## src/rtl/prbs_ber_checker_pkg.sv

```systemverilog
// prbs_ber_checker_pkg: PRBS7 (x^7+x^6+1) constants and checker state encodings
package prbs_ber_checker_pkg;
   localparam int PRBS_LEN = 7;
   localparam int TAP_A = 6;
   localparam int TAP_B = 5;
   localparam logic [0:0] ST_SEARCH = 1'b0;
   localparam logic [0:0] ST_LOCKED = 1'b1;
endpackage

```

## src/rtl/prbs7_lfsr.sv

```systemverilog
// prbs7_lfsr: PRBS7 shift register that either self-loads received bits or free-runs on its own prediction
module prbs7_lfsr
   import prbs_ber_checker_pkg::*;
(
   input  logic                clk_fast,
   input  logic                rst,
   input  logic                adv,
   input  logic                load_sel,
   input  logic                din,
   output logic [PRBS_LEN-1:0] state,
   output logic                pred
);
   assign pred = state[TAP_A] ^ state[TAP_B];
   always_ff @(posedge clk_fast or negedge rst)
      if (!rst) state <= '0;
      else if (adv) state <= {state[PRBS_LEN-2:0], load_sel ? din : pred};
endmodule

```

## config.mk

```make
export PLATFORM = sky130hd
export DESIGN_NAME = prbs7_lfsr
export DESIGN_NICKNAME = d
export VERILOG_FILES = /design/src/rtl/prbs_ber_checker_pkg.sv /design/src/rtl/prbs7_lfsr.sv
export SDC_FILE = /design/constraint.sdc
export NUM_CORES = 1
export LEC_CHECK = 0
export CORE_AREA = 3 3 40 42
export CTS_BUF_LIST = sky130_fd_sc_hd__clkbuf_4 sky130_fd_sc_hd__clkbuf_8
export DETAILED_ROUTE_END_ITERATION = 10
export DIE_AREA = 0 0 43 45
export GPL_ROUTABILITY_DRIVEN = 0
export GPL_TIMING_DRIVEN = 0
export PLACE_DENSITY_LB_ADDON = 0.15
export SYNTH_ARGS = -nofsm -noshare
export SYNTH_HDL_FRONTEND = slang
export SYNTH_SLANG_ARGS = --single-unit
```

## constraint.sdc

```tcl
create_clock -name clk_fast -period 0.85 [get_ports clk_fast]
set_input_delay 0.255 -clock clk_fast [delete_from_list [all_inputs] [get_ports clk_fast]]
set_output_delay 0.255 -clock clk_fast [all_outputs]
set_load 0.01 [all_outputs]
```

==> results.py <==
metrics = {
    "status": {
        "status": "finished with violations",
        "violations": "setup timing",
    },
    "worst_setup_path": {
        "arrival_ns": 0.98,
        "critPathMaxStageDelay_ns": 0.41,
        "setup.worst_path.start_class": "flop",
        "cp-end-kind": "primary output",
        "worst_path_dominant_cell_family": "flip-flops",
        "path_class": "flop to primary output",
        "slowest_stage": "dfrtp_1",
        "crit_buf_inv": 1,
        "crit_chain": "xor2_2 > buf_2",
        "cp_max_fo": 3,
        "cp_data_required_time_ns": 0.59,
    },
    "sta": {
        "max_slew_margin_pct": 78.86,
        "slew_violations": 0,
        "fin_crit_sh_pct": 145.1,
        "hold_viol_final": 0,
        "finalSetupTns_ns": -2.557,
        "clock.fmax_mhz": 810.6,
        "hold_slack_ns": 0.2669,
        "fin_crit_ns": 1.234,
        "max_slew.worst_pin.slew_ns": 0.3161,
        "setup_violations": 13,
        "rsz0062_at_grt": "true",
        "clock-skew-final_ns": 0.0004045,
        "finalWorstSetupSlack_ns": -0.3836,
    },
    "yosys": {
        "synth.top_cell.area_share_pct": 60.34,
        "synth-simple-area-share_pct": 6.466,
        "synth_warnings": 0,
        "syn_avg_cell_area_um2": 15.28,
        "synthAdderAreaFrac_pct": 0,
        "synth_mux_area_share_pct": 23.28,
        "synth_area_um2": 290.3,
        "synth_top_family_by_area": "multiplexers",
        "synth_compound_area_share_pct": 3.017,
        "synth_top_area_cell": "dfrtp_1",
        "synth-seq-cells": 7,
        "yosysSeqAreaShare_pct": 60.34,
        "synth_xor_xnor_area_share_pct": 3.017,
        "synthCells": 19,
        "synth_cell_type_count": 7,
        "synth_nets": 24,
        "synth_area_leaders": "dfrtp_1 60%, mux2_2 23%, nor2b_1 4.3%",
    },
    "cts": {
        "cts_buffers": 3,
        "cts_num_sinks": 7,
        "root_buffer": "clkbuf_4",
        "clk_path_buf_depth": 2,
        "tritoncts": "built",
        "clkTransAtPathRegs_ns": 0.05,
        "clk_latency_ns": 0.24,
        "cts_htree_levels": 1,
    },
    "finish": {
        "finish.instance_area_um2": 476.7,
        "top_regs": "state (7)",
        "drive_gt1_share_pct": 63.16,
        "layout.nets": 44,
        "antenna_cells": 0,
        "syn_to_final_growth_pct": 64.22,
        "n_fill_cell": 138,
        "fin_util_pct": 37.10,
        "fin_cells": 53,
        "layout_common_cells": "6 x buf_2, 6 x dfrtp_1, 5 x buf_6",
        "top_register": "state",
        "largest_reg_flops": 7,
    },
    "power": {
        "power_frac_seq_pct": 34.6,
        "leakage_nw": 0.2409,
        "p_switching_uw": 560.5,
        "p_sw_share_pct": 31.05,
        "powerDensity_nw_per_um2": 3786,
        "power_mw": 1.805,
        "intPower_mw": 1.244,
        "comb_power_share_pct": 47.3,
        "ir_worst_vdd_mv": 1.469,
        "clkPwrFrac_pct": 18.0,
    },
    "placement": {
        "dp_slack_ns": -0.5571,
        "dpl.hpwl_um": 413.2,
        "dp_cells": 45,
        "placed_cell_area_um2": 427.9,
        "numPortBuffers": 11,
    },
    "die": {
        "core_um2": 1285,
        "row_count": 13,
        "initial_core_util_pct": 22.59,
        "die-width_um": 43,
        "io_pins": 13,
        "die_area_um2": 1935,
        "die_h_um": 45,
    },
    "drt": {
        "drtIter0Drc": 0,
        "vias": 223,
        "routed_via_density": 4.208,
        "drtPass1Iterations": 1,
        "finalWirelength_um": 629,
        "drc_errors": 0,
        "wire_per_inst_um": 11.87,
        "ant_nets": 0,
    },
    "global_route": {
        "grt_pass1_wl_um": 979,
        "grt_max_degree": 10,
        "grt_use_total_pct": 7.576,
        "antenna_found_initial": 0,
        "gr-total-overflow": 0,
        "first_global_vias": 216,
    },
    "hold_path": {
        "hp-class": "primary input to asynchronous set/reset pin",
    },
    "job": {
        "drv_cap": 0,
    },
}
-- worst reg2reg max path: cells and delay by family, from the launching register on --
kind / cells / cell delay [ns]
xor gates and xnor gates: 1 / 0.19
DFF: 1 / 0.41
buffers and inverters: 1 / 0.13
AOI/OAI and AO/OA: 1 / 0.24
-- logic make-up after synthesis --
logic type,after synthesis
compound gates,1
xor+xnor,1
buf+inv,1
flops,7
mux,6
simple gates,3
-- cells in the mapped netlist --
library cell,n
xor2_1,1
buf_6,1
nor2b_1,2
dfrtp_1,7
mux2_2,6
a211o_1,1
and3_1,1
-- final timing paths --
path / startpoint / endpoint / slack [ns] / cells past startpoint
min in group clk_fast: adv / state[4] / 0.31 / 2
min reg2reg: state[0] / state[1] / 0.53 / 1
max: state[6] / pred / -0.38 / 2
min: rst / state[2] / 0.27 / 1
max in group asynchronous: rst / state[5] / 0.33 / 1
max reg2reg: state[6] / state[0] / -0.23 / 3
-- repair_timing --
action,4_1_cts,5_1_grt
resized for setup,31,4
cloned,0,0
endpoints found under the setup margin,9,13
hold buffers,0,0
buffers inserted,4,1
pin swaps,1,0
-- layout make-up --
type	instances	area, µm²	area share, %
Sequential cell	7	176.4	37.01
Clock buffer	4	30.03	6.299
Buffer	1	11.26	2.362
Timing Repair Buffer	15	121.4	25.46
Multi-Input combinational cell	11	118.9	24.93
Tap cell	15	18.77	3.937
-- per-layer routing --
metal	vias to the layer above	global-route usage [%]	part of all wire, %
li1	102	-	-
met1	107	7.463	43
met2	10	11.08	45
met3	4	3.187	7.9
met4	0	9.036	4.0
met5	-	0	0
-- power groups by stage --
| stage | combinational (mW) | clock [mW] | sequential [mW] |
|---|---|---|---|
| final | 0.854 | 0.325 | 0.625 |
| after global routing | 0.927 | 0.357 | 0.642 |
| after CTS | 0.802 | 0.345 | 0.620 |
| after detailed placement | 0.767 | 0 | 0.640 |
| after global placement | 0.766 | 0 | 0.631 |
| after floorplan | 0.239 | 0 | 0.698 |
Note: power is estimated with default switching activity, not from simulation.
